## src/rtl/contador_de_programa_aninhado_pkg.sv

```systemverilog
// Shared defaults and types for the iZero nested-interrupt program counter.
package contador_de_programa_aninhado_pkg;

  localparam int unsigned IzAddrW     = 26;
  localparam int unsigned IzDepth     = 4;
  localparam int unsigned IzNVec      = 4;
  localparam int unsigned IzVecBase   = 0;
  localparam int unsigned IzVecStride = 16;

  // Per-cycle PC action chosen by the priority decode.
  typedef enum logic [1:0] {
    ActHold,
    ActNormal,
    ActPush,
    ActPop
  } pc_act_e;

  function automatic int unsigned idx_width(input int unsigned n);
    return (n > 1) ? $clog2(n) : 1;
  endfunction

endpackage

```

## src/rtl/contador_de_programa_aninhado_if.sv

```systemverilog
// Control/status bundle between the interrupt controller / fetch logic and the PC.
interface contador_de_programa_aninhado_if
  import contador_de_programa_aninhado_pkg::*;
#(
  parameter int unsigned AddrW = IzAddrW,
  parameter int unsigned Depth = IzDepth,
  parameter int unsigned NVec  = IzNVec
) ();

  localparam int unsigned VecW = idx_width(NVec);
  localparam int unsigned LvlW = $clog2(Depth + 1);

  logic             en;
  logic             inta;
  logic [VecW-1:0]  inta_vec;
  logic             reti;
  logic             err_clr;
  logic [AddrW-1:0] addrin;
  logic [AddrW-1:0] addrout;
  logic [AddrW-1:0] addrbckp;
  logic [LvlW-1:0]  nivel;
  logic             full;
  logic             empty;
  logic             ovf;
  logic             unf;

  modport master (
    output en, inta, inta_vec, reti, err_clr, addrin,
    input  addrout, addrbckp, nivel, full, empty, ovf, unf
  );

  modport slave (
    input  en, inta, inta_vec, reti, err_clr, addrin,
    output addrout, addrbckp, nivel, full, empty, ovf, unf
  );

endinterface

```

## src/rtl/contador_de_programa_aninhado_pilha_retorno.sv

```systemverilog
// Return-address LIFO; vacated entries are cleared on pop. Push and pop never coincide.
module pilha_retorno #(
  parameter int unsigned W     = 26,
  parameter int unsigned Depth = 4,
  localparam int unsigned LvlW = $clog2(Depth + 1)
) (
  input  logic            clk_i,
  input  logic            rst_ni,
  input  logic            push_i,
  input  logic            pop_i,
  input  logic [W-1:0]    data_i,
  output logic [W-1:0]    top_o,
  output logic [LvlW-1:0] nivel_o
);

  logic [W-1:0]    mem_q [Depth];
  logic [W-1:0]    mem_d [Depth];
  logic [LvlW-1:0] nivel_q, nivel_d;

  always_comb begin
    mem_d   = mem_q;
    nivel_d = nivel_q;
    top_o   = '0;
    // Per-entry compare keeps indexing in range for any Depth.
    for (int i = 0; i < Depth; i++) begin
      if (push_i && nivel_q == LvlW'(i))     mem_d[i] = data_i;
      if (pop_i  && nivel_q == LvlW'(i + 1)) mem_d[i] = '0;
      if (nivel_q == LvlW'(i + 1))           top_o    = mem_q[i];
    end
    if (push_i)     nivel_d = nivel_q + LvlW'(1);
    else if (pop_i) nivel_d = nivel_q - LvlW'(1);
  end

  always_ff @(posedge clk_i) begin
    if (!rst_ni) begin
      for (int i = 0; i < Depth; i++) mem_q[i] <= '0;
      nivel_q <= '0;
    end else begin
      mem_q   <= mem_d;
      nivel_q <= nivel_d;
    end
  end

  assign nivel_o = nivel_q;

endmodule

```

## src/rtl/contador_de_programa_aninhado.sv

```systemverilog
// iZero program counter: vectors on interrupt acknowledge, restores PC from a nested return stack.
module contador_de_programa_aninhado
  import contador_de_programa_aninhado_pkg::*;
#(
  parameter int unsigned AddrW     = IzAddrW,
  parameter int unsigned Depth     = IzDepth,
  parameter int unsigned NVec      = IzNVec,
  parameter int unsigned VecBase   = IzVecBase,
  parameter int unsigned VecStride = IzVecStride
) (
  input  logic                           clk_i,
  input  logic                           rst_ni,
  contador_de_programa_aninhado_if.slave bus_io
);

  localparam int unsigned VecW = idx_width(NVec);
  localparam int unsigned LvlW = $clog2(Depth + 1);

  logic [AddrW-1:0] pc_q, pc_d;
  logic             ovf_q, ovf_d;
  logic             unf_q, unf_d;
  logic [AddrW-1:0] top;
  logic [LvlW-1:0]  nivel;
  logic             full, empty;
  logic [VecW-1:0]  vec_idx;
  logic [AddrW-1:0] vec_addr;
  pc_act_e          act;

  assign full  = (nivel == LvlW'(Depth));
  assign empty = (nivel == '0);

  // Out-of-range indices fall back to vector 0; sum wraps modulo 2^AddrW.
  assign vec_idx  = (32'(bus_io.inta_vec) < NVec) ? bus_io.inta_vec : '0;
  assign vec_addr = AddrW'(64'(VecBase) + 64'(vec_idx) * 64'(VecStride));

  always_comb begin
    act   = ActHold;
    ovf_d = ovf_q;
    unf_d = unf_q;
    pc_d  = pc_q;
    if (bus_io.en) begin
      act   = ActNormal;
      ovf_d = ovf_q & ~bus_io.err_clr;
      unf_d = unf_q & ~bus_io.err_clr;
      // inta outranks reti; a reti coinciding with inta is dropped silently.
      if (bus_io.inta) begin
        if (!full) act = ActPush;
        else       ovf_d = 1'b1;
      end else if (bus_io.reti) begin
        if (!empty) act = ActPop;
        else        unf_d = 1'b1;
      end
    end
    unique case (act)
      ActPush:   pc_d = vec_addr;
      ActPop:    pc_d = top;
      ActNormal: pc_d = bus_io.addrin;
      default:   pc_d = pc_q;
    endcase
  end

  always_ff @(posedge clk_i) begin
    if (!rst_ni) begin
      pc_q  <= '0;
      ovf_q <= 1'b0;
      unf_q <= 1'b0;
    end else begin
      pc_q  <= pc_d;
      ovf_q <= ovf_d;
      unf_q <= unf_d;
    end
  end

  pilha_retorno #(
    .W     (AddrW),
    .Depth (Depth)
  ) u_pilha (
    .clk_i   (clk_i),
    .rst_ni  (rst_ni),
    .push_i  (act == ActPush),
    .pop_i   (act == ActPop),
    .data_i  (pc_q),
    .top_o   (top),
    .nivel_o (nivel)
  );

  assign bus_io.addrout  = pc_q;
  assign bus_io.addrbckp = top;
  assign bus_io.nivel    = nivel;
  assign bus_io.full     = full;
  assign bus_io.empty    = empty;
  assign bus_io.ovf      = ovf_q;
  assign bus_io.unf      = unf_q;

endmodule

```

## src/flat_wrapper.sv

```systemverilog
// flat-port wrapper written by rule: the top's interface ports become plain ports
module contador_de_programa_aninhado_flat import contador_de_programa_aninhado_pkg::*;
#(
  parameter int unsigned AddrW     = IzAddrW,
  parameter int unsigned Depth     = IzDepth,
  parameter int unsigned NVec      = IzNVec,
  parameter int unsigned VecBase   = IzVecBase,
  parameter int unsigned VecStride = IzVecStride
)
  (clk_i, rst_ni, bus_io_en, bus_io_inta, bus_io_inta_vec, bus_io_reti, bus_io_err_clr, bus_io_addrin, bus_io_addrout, bus_io_addrbckp, bus_io_nivel, bus_io_full, bus_io_empty, bus_io_ovf, bus_io_unf);
  contador_de_programa_aninhado_if #(.AddrW(AddrW), .Depth(Depth), .NVec(NVec)) bus_io_i ();
  input  logic clk_i;
  input  logic rst_ni;
  input wire logic [$bits(bus_io_i.en)-1:0] bus_io_en;
  input wire logic [$bits(bus_io_i.inta)-1:0] bus_io_inta;
  input wire logic [$bits(bus_io_i.inta_vec)-1:0] bus_io_inta_vec;
  input wire logic [$bits(bus_io_i.reti)-1:0] bus_io_reti;
  input wire logic [$bits(bus_io_i.err_clr)-1:0] bus_io_err_clr;
  input wire logic [$bits(bus_io_i.addrin)-1:0] bus_io_addrin;
  output wire logic [$bits(bus_io_i.addrout)-1:0] bus_io_addrout;
  output wire logic [$bits(bus_io_i.addrbckp)-1:0] bus_io_addrbckp;
  output wire logic [$bits(bus_io_i.nivel)-1:0] bus_io_nivel;
  output wire logic [$bits(bus_io_i.full)-1:0] bus_io_full;
  output wire logic [$bits(bus_io_i.empty)-1:0] bus_io_empty;
  output wire logic [$bits(bus_io_i.ovf)-1:0] bus_io_ovf;
  output wire logic [$bits(bus_io_i.unf)-1:0] bus_io_unf;
  assign bus_io_i.en = bus_io_en;
  assign bus_io_i.inta = bus_io_inta;
  assign bus_io_i.inta_vec = bus_io_inta_vec;
  assign bus_io_i.reti = bus_io_reti;
  assign bus_io_i.err_clr = bus_io_err_clr;
  assign bus_io_i.addrin = bus_io_addrin;
  assign bus_io_addrout = bus_io_i.addrout;
  assign bus_io_addrbckp = bus_io_i.addrbckp;
  assign bus_io_nivel = bus_io_i.nivel;
  assign bus_io_full = bus_io_i.full;
  assign bus_io_empty = bus_io_i.empty;
  assign bus_io_ovf = bus_io_i.ovf;
  assign bus_io_unf = bus_io_i.unf;
  contador_de_programa_aninhado #(.AddrW(AddrW), .Depth(Depth), .NVec(NVec), .VecBase(VecBase), .VecStride(VecStride)) u_core (.clk_i(clk_i), .rst_ni(rst_ni), .bus_io(bus_io_i));
endmodule
```

## config.mk

```make
export PLATFORM = sky130hd
export DESIGN_NAME = contador_de_programa_aninhado_flat
export DESIGN_NICKNAME = d
export VERILOG_FILES = /design/src/rtl/contador_de_programa_aninhado_pkg.sv /design/src/rtl/contador_de_programa_aninhado_if.sv /design/src/rtl/contador_de_programa_aninhado_pilha_retorno.sv /design/src/rtl/contador_de_programa_aninhado.sv /design/src/flat_wrapper.sv
export SDC_FILE = /design/constraint.sdc
export NUM_CORES = 1
export LEC_CHECK = 0
export ABC_AREA = 1
export CAP_MARGIN = 10
export CORE_AREA = 2 2 121 135
export CTS_BUF_LIST = sky130_fd_sc_hd__clkbuf_2 sky130_fd_sc_hd__clkbuf_4 sky130_fd_sc_hd__clkbuf_8
export DETAILED_ROUTE_END_ITERATION = 10
export DIE_AREA = 0 0 123 137
export MAX_ROUTING_LAYER = met4
export PLACE_DENSITY = 0.75
export SLEW_MARGIN = 20
export SYNTH_ARGS = -nofsm -noshare
export SYNTH_HDL_FRONTEND = slang
export SYNTH_HIERARCHICAL = 1
export SYNTH_SLANG_ARGS = --single-unit
```

## constraint.sdc

```tcl
create_clock -name clk_i -period 3.1 [get_ports clk_i]
set_clock_uncertainty 0.1 [all_clocks]
set_input_delay 0.62 -clock clk_i [delete_from_list [all_inputs] [get_ports clk_i]]
set_output_delay 0.62 -clock clk_i [all_outputs]
set_load 0.02 [all_outputs]
```

==> Implementation_results.wiki, run 1 <==
{| class="wikitable"
! Metric !! Value
|-
| Minimum clock period || 2.95 ns
|-
| Cell area power density || 482 nW/um^2
|-
| Switching part of the total power || 0.270
|-
| Via count of the first global-routing pass || 6,050
|-
| Run status || completed
|-
| Total placed instance area || 7880 um^2
|-
| Drt via density || 5.15
|-
| Int Power || 0.00291 W
|-
| Number of design-rule violations left by the first detailed-router iteration || 481
|-
| Fmax achieved || 0.338 GHz
|-
| P&R area growth vs syn || 21.0%
|-
| Register bit count reported by yosys || 135
|-
| Sort of element at the start of the critical path || register
|-
| Synth async-reset ratio || 0
|-
| Fill cell instance count of the final layout || 1,516
|-
| Worst slew margin relative to its limit || 0.566
|-
| Synth Area in Adders || 0.0110
|-
| Die width || 123 um
|-
| H-tree depth reported by CTS || 4
|-
| Clock Pin Slew Worst Setup and Hold Paths || 0.08 ns
|-
| Largest net degree at the start of global routing || 38
|-
| Main combinational cell family by area after synthesis || simple AND/OR/NAND/NOR gates
|-
| Starting utilization of the core area || 0.441
|-
| Max-slew violation count || 0
|-
| Root buffer cell || clkbuf_8
|-
| # setup viols final || 0
|-
| Share of layout cells above drive strength 1 || 0.147
|-
| Layout Cell Area excl Fill || 8280 um^2
|-
| Die Area || 16,900 um^2
|-
| Number of failing hold endpoints at the final stage || 0
|-
| Chip Height || 137 um
|-
| Number of vias after detailed routing || 6,544
|-
| Final period utilization || 0.953
|-
| WL final || 19,100 um
|-
| Weighted congestion at the end of routability-driven global placement || 0.837
|-
| Cell count after synthesis || 979
|-
| Combinational share of power || 0.143
|-
| Synth top area cells || dfxtp_1 40%, nand2_1 16%, nor2_1 7.7%
|-
| Reg-to-reg slack, setup || 0.84 ns
|-
| Placeable core region || 15,500 um^2
|-
| Number of antenna violations at the first check in global routing || 0
|-
| Average footprint of a synthesized cell || 6.99 um^2
|-
| Antenna violation net count after detailed routing || 0
|-
| Number of hold buffers added after cts || 0
|-
| Number of top-level pins || 93
|-
| Clock Latency Late Sink || 0.46 ns
|-
| Count of max-cap constraint violations || 0
|-
| Final HPWL from detailed placement || 12,300 um
|-
| Kind of capture point of the worst setup path || output port
|-
| Simple-gate share of the synthesized area || 0.363
|-
| Net switching power of the design || 0.00108 W
|-
| Classification of the worst setup path || reg2out
|-
| Maximum vdd ir drop || 0.267 mV
|-
| Area share of the leading cell type in the synthesized netlist || 0.395
|-
| First-pass GRT wire length || 30,800 um
|-
| Routed length per placed instance || 15.1 um
|-
| Clock Path Buffers || 2
|-
| Clk pwr share || 0.398
|-
| Most common library cell in the layout ignoring fill and taps || nand2_1
|-
| Grt total ovfl || 0
|-
| Clock tree from TritonCTS || built
|-
| Iteration count of the initial detailed-routing pass || 5
|-
| Count of unresolved DRC violations after routing || 0
|-
| Cell accounting for the most synthesized area || dfxtp_1
|-
| Library cells used by synthesis || 31
|-
| Area of the multi-input gates || 3500 um^2
|-
| Total negative slack for setup checks || 0 ns
|-
| Multiplexer share of the synthesized area || 0
|-
| TritonCTS sink count || 135
|-
| Commonest cells after routing, fill and taps aside || 297 x nand2_1, 141 x nor2_1, 135 x dfxtp_1
|-
| Unrepaired setup endpoints after global routing || false
|-
| Synth Warn # || 6
|-
| Post-Synthesis Net Count || 1,019
|-
| Worst min path class || reg2reg
|-
| Number of flops mapped to enable cells by yosys || 0
|-
| Portion of the post-synthesis area used by sequential elements || 0.395
|-
| GRT Overall Usage || 0.242
|-
| Storage cell area || 2700 um^2
|-
| Post-route worst hold slack || 0.361 ns
|-
| Required time of the critical path || 2.38 ns
|-
| Synth Area in Compound Gates || 0.136
|-
| Actual transition at the worst max-transition pin || 0.649 ns
|-
| Cell row count || 48
|-
| Highest net fanout along the worst path || 18
|-
| Cell leakage power || 3.46 nW
|-
| NumNets Final || 1,098
|-
| Number of CTS-inserted buffers || 17
|-
| Mapped Area || 6840 um^2
|-
| Arrival time of the worst setup path || 2.23 ns
|-
| # port buffers || 92
|-
| Antenna diode count || 0
|-
| Most used flip-flop cell after synthesis || dfxtp_1
|-
| Relative contribution of sequential cells to total power || 0.460
|-
| Core occupancy in the finished layout || 0.534
|-
| Xor/xnor share of the synthesized area || 0.00128
|}
kinds of logic (layout without fill, tap and decap cells):
group                    Yosys count  after routing
XOR/XNOR                           1              1
buffers and inverters            115            206
AND/OR/NAND/NOR                  561            561
adder cells (fa/ha/maj)            6              6
flip-flops                       135            135
AO/OA/AOI/OAI                    161            161
critical path, cell delays in order, from the launching register on:
cell and delay (ns):
dfxtp_1 0.38, inv_1 0.10, ha_1 0.26, nand2_2 0.14, inv_4 0.11, buf_12 0.17
nor2_1 0.11, nand2_1 0.06, nand2_1 0.08, dlygate4sd2_1 0.34
state kept, by name, summed over array words and instances (netlist names):
signal / flops
u_core/u_pilha/nivel_o: 3
u_core/bus_io.addrout: 26
u_core/u_pilha/mem_q: 104
u_core/bus_io.ovf: 1
u_core/bus_io.unf: 1
through the flow:
step	worst slack [ns]	power [W]	instances
after floorplan	0.347	0.00222	979
after global routing	0.0000375	0.00414	1270
after detailed placement	0.276	0.00245	1239
after global placement	0.316	0.00244	1239
final	0.145	0.00399	1270
after CTS	0.0907	0.00401	1270
final cells by class:
cell class / count / area share
Tap cell: 200 / 0.0302
Sequential cell: 135 / 0.326
Clock inverter: 6 / 0.0139
Clock buffer: 25 / 0.0385
Timing Repair Buffer: 122 / 0.142
Multi-Input combinational cell: 729 / 0.423
Inverter: 53 / 0.0264
repair_timing:
action | 4_1_cts | 5_1_grt
buffers inserted | 0 | 0
setup endpoints to repair | 26 | 13
resized for setup | 27 | 18
power by group through the flow:
stage | clock (W) | combinational, W | sequential [W]
floorplan | 0 | 0.000330 | 0.00189
global placement | 0 | 0.000571 | 0.00187
detailed placement | 0 | 0.000576 | 0.00187
CTS | 0.00161 | 0.000568 | 0.00183
global route | 0.00168 | 0.000618 | 0.00184
finish | 0.00159 | 0.000569 | 0.00183
final timing paths:
path                              from                        to  cells past startpoint
max          u_core/u_pilha/nivel_o[0]        bus_io_addrbckp[4]                      9
min            u_core/u_pilha/mem_q[4]   u_core/u_pilha/mem_q[4]                      2
max reg2reg  u_core/u_pilha/nivel_o[2]  u_core/u_pilha/mem_q[54]                      9
min reg2reg    u_core/u_pilha/mem_q[4]   u_core/u_pilha/mem_q[4]                      2
synth_stat cells, types with 7 or more instances:
master / n
o21ai_0: 31
nor2_2: 19
buf_4: 20
nand3_1: 60
dfxtp_1: 135
nand2_1: 297
a21oi_1: 85
nand4_1: 10
clkbuf_1: 7
a21oi_2: 20
o21ai_1: 20
inv_1: 41
nand3_2: 20
buf_2: 26
buf_6: 7
nor2_1: 141
inv_2: 7
per-layer routing:
layer | vias up | track usage | part of all wire
li1 | 3279 | - | -
met1 | 2963 | 0.307 | 0.44
met5 | - | - | 0
met4 | 0 | 0.0669 | 0.015
met3 | 30 | 0.0629 | 0.085
met2 | 272 | 0.383 | 0.46
(Power assumes the default switching activity.)
==> run 2: changes to the inputs <==
Settings changed: PLACE_DENSITY 0.75 to 0.71.
Clock period 3.1 ns to 3.42 ns, I/O delays scaled along.
==> run 2 against run 1 <==
Sequential share of layout area is 0.19 points lower. Clock power shrank 8%. Count of clock-buffer cells in the layout is 2 lower. Total power fell by 8.5%. Register-to-register slack better by 0.33 ns. Critical path type unchanged.
==> Implementation_results.wiki, run 2 (synthesized netlist as in run 1, its figures left out) <==
{| class="wikitable"
! Metric !! Value
|-
| Via count of the first global-routing pass || 5,875
|-
| Count of unresolved DRC violations after routing || 0
|-
| Worst min path class || reg2reg
|-
| # setup viols final || 0
|-
| Post-CTS setup repair buffer count || 0
|-
| Number of antenna violations at the first check in global routing || 0
|-
| Total negative slack for setup checks || 0 ns
|-
| Actual transition at the worst max-transition pin || 0.687 ns
|-
| Required time of the critical path || 2.64 ns
|-
| Root buffer cell || clkbuf_8
|-
| Final period utilization || 0.877
|-
| Flip-flop count of the largest register after layout || 104
|-
| Weighted congestion at the end of routability-driven global placement || 0.809
|-
| Run status || completed
|-
| Met2 Usage GRT || 0.359
|-
| Number of vias after detailed routing || 6,450
|-
| Total Power || 0.00365 W
|-
| Combined buffer and inverter count along the critical path || 3
|-
| Number of top-level pins || 93
|-
| Total placed instance area || 7820 um^2
|-
| Largest net degree at the start of global routing || 31
|-
| Beginning of the worst hold path || u_core/u_pilha/mem_q[6]
|-
| Worst slew margin relative to its limit || 0.540
|-
| Layout Cell Area excl Fill || 8330 um^2
|-
| Unrepaired setup endpoints after global routing || false
|-
| Classification of the worst setup path || reg2out
|-
| NumNets Final || 1,091
|-
| Antenna violation net count after detailed routing || 0
|-
| First-pass GRT wire length || 30,100 um
|-
| Launching instance or port of the critical path || u_core/u_pilha/nivel_o[0]
|-
| Starting utilization of the core area || 0.441
|-
| Cell area power density || 438 nW/um^2
|-
| Commonest cells after routing, fill and taps aside || 297 x nand2_1, 141 x nor2_1, 133 x dfxtp_1
|-
| Count of max-cap constraint violations || 0
|-
| Iteration count of the initial detailed-routing pass || 5
|-
| Highest net fanout along the worst path || 26
|-
| Die Area || 16,900 um^2
|-
| CP max-delay cell || dfxtp_2
|-
| Grt total ovfl || 0
|-
| Number of design-rule violations left by the first detailed-router iteration || 413
|-
| # port buffers || 92
|-
| Cell row count || 48
|-
| Cell leakage power || 3.82 nW
|-
| Clock Pin Slew Worst Setup and Hold Paths || 0.07 ns
|-
| Clock tree from TritonCTS || built
|-
| Global routing's busiest layer || met2
|-
| Most common library cell in the layout ignoring fill and taps || nand2_1
|-
| Share of layout cells above drive strength 1 || 0.138
|-
| Antenna diode count || 0
|-
| Met1 routing resource usage after global routing || 0.311
|-
| Number of CTS-inserted buffers || 17
|-
| Fmax achieved || 0.333 GHz
|-
| TritonCTS sink count || 135
|-
| Drt via density || 5.11
|-
| Max-slew violation count || 0
|-
| Register name with the most flops || u_core/u_pilha/mem_q
|-
| P&R area growth vs syn || 21.8%
|-
| PostCTS Resize Cnt || 3
|-
| Chip Height || 137 um
|-
| Clock Path Buffers || 2
|-
| Arrival time of the worst setup path || 2.21 ns
|-
| H-tree depth reported by CTS || 4
|-
| Final HPWL from detailed placement || 11,800 um
|-
| Sort of element at the start of the critical path || register
|-
| Number of failing hold endpoints at the final stage || 0
|-
| GRT Overall Usage || 0.235
|-
| Maximum vdd ir drop || 0.208 mV
|-
| Kind of capture point of the worst setup path || output port
|-
| Worst-path cell chain || ha_1 -> ha_1 -> inv_2 -> buf_12 -> nor2_1 -> nor2_1 -> nand2_1 -> nand2_1 -> dlymetal6s2s_1
|-
| Die width || 123 um
|-
| Placeable core region || 15,500 um^2
|-
| Worst reg2reg startpoint || u_core/u_pilha/nivel_o[2]
|-
| WL final || 18,700 um
|-
| Number of hold buffers added after cts || 0
|-
| GR Layer Usage met3 || 0.0442
|-
| Routed length per placed instance || 14.8 um
|-
| Clock Latency Late Sink || 0.46 ns
|-
| Family with the most delay on the worst path || buffers and inverters
|-
| Max stage delay on crit path || 0.37 ns
|-
| Minimum clock period || 3.00 ns
|}
## run 2: changes by cell type in the layout (fill, tap and decap cells not counted), moves of 5 or more
cell,previous run,this run
dlymetal6s2s_1,0,26
dlygate4sd2_1,13,0
clkdlybuf4s15_1,8,0
buf_4,24,18
clkbuf_2,5,0
## run 2: area by class of cell
cell class,count,area [um^2]
tap,200,250
clock inverter,8,146
timing repair buffer,115,1220
inverter,53,216
fill,1519,7160
sequential,135,2710
clock buffer,23,292
multi-input combinational,729,3510
## run 2: per-layer routing
layer / up-vias / wire length (um)
met4: 0 / 362
met1: 2959 / 8580
met5: - / 0
met2: 198 / 8620
li1: 3266 / -
met3: 27 / 1180
## run 2: stage by stage
step                      hold WS [ns]  instances   util  setup slack (ns)
after floorplan                  0.339        979      -             0.603
final                            0.363       1263  0.538             0.421
after global placement           0.348       1232  0.505             0.426
after global routing             0.371       1263  0.538             0.257
after detailed placement         0.352       1232  0.505             0.430
after CTS                        0.363       1263  0.534            0.0327
## run 2: worst paths after layout
path                              endpoint  slack, ns  cells after the start
hold reg to reg    u_core/u_pilha/mem_q[6]       0.36                      2
hold / removal     u_core/u_pilha/mem_q[6]       0.36                      2
setup reg to reg  u_core/u_pilha/mem_q[13]       1.17                      9
setup / recovery       bus_io_addrbckp[18]       0.42                      9
## run 2: worst register-to-register path, stage by stage, from the launching register on
cell and delay [ns]:
dfxtp_1 0.38, buf_4 0.19, inv_1 0.09, a21oi_4 0.25
nand3_2 0.13, clkinv_4 0.17, inv_2 0.12, o21ai_4 0.42
buf_12 0.23, a21oi_1 0.06
## run 2: power breakdown
| group | switching (W) | internal [W] | total [W] |
|---|---|---|---|
| combinational | 0.000315 | 0.000196 | 0.000511 |
| clock | 0.000613 | 0.000860 | 0.00147 |
| sequential | 0.0000499 | 0.00162 | 0.00167 |
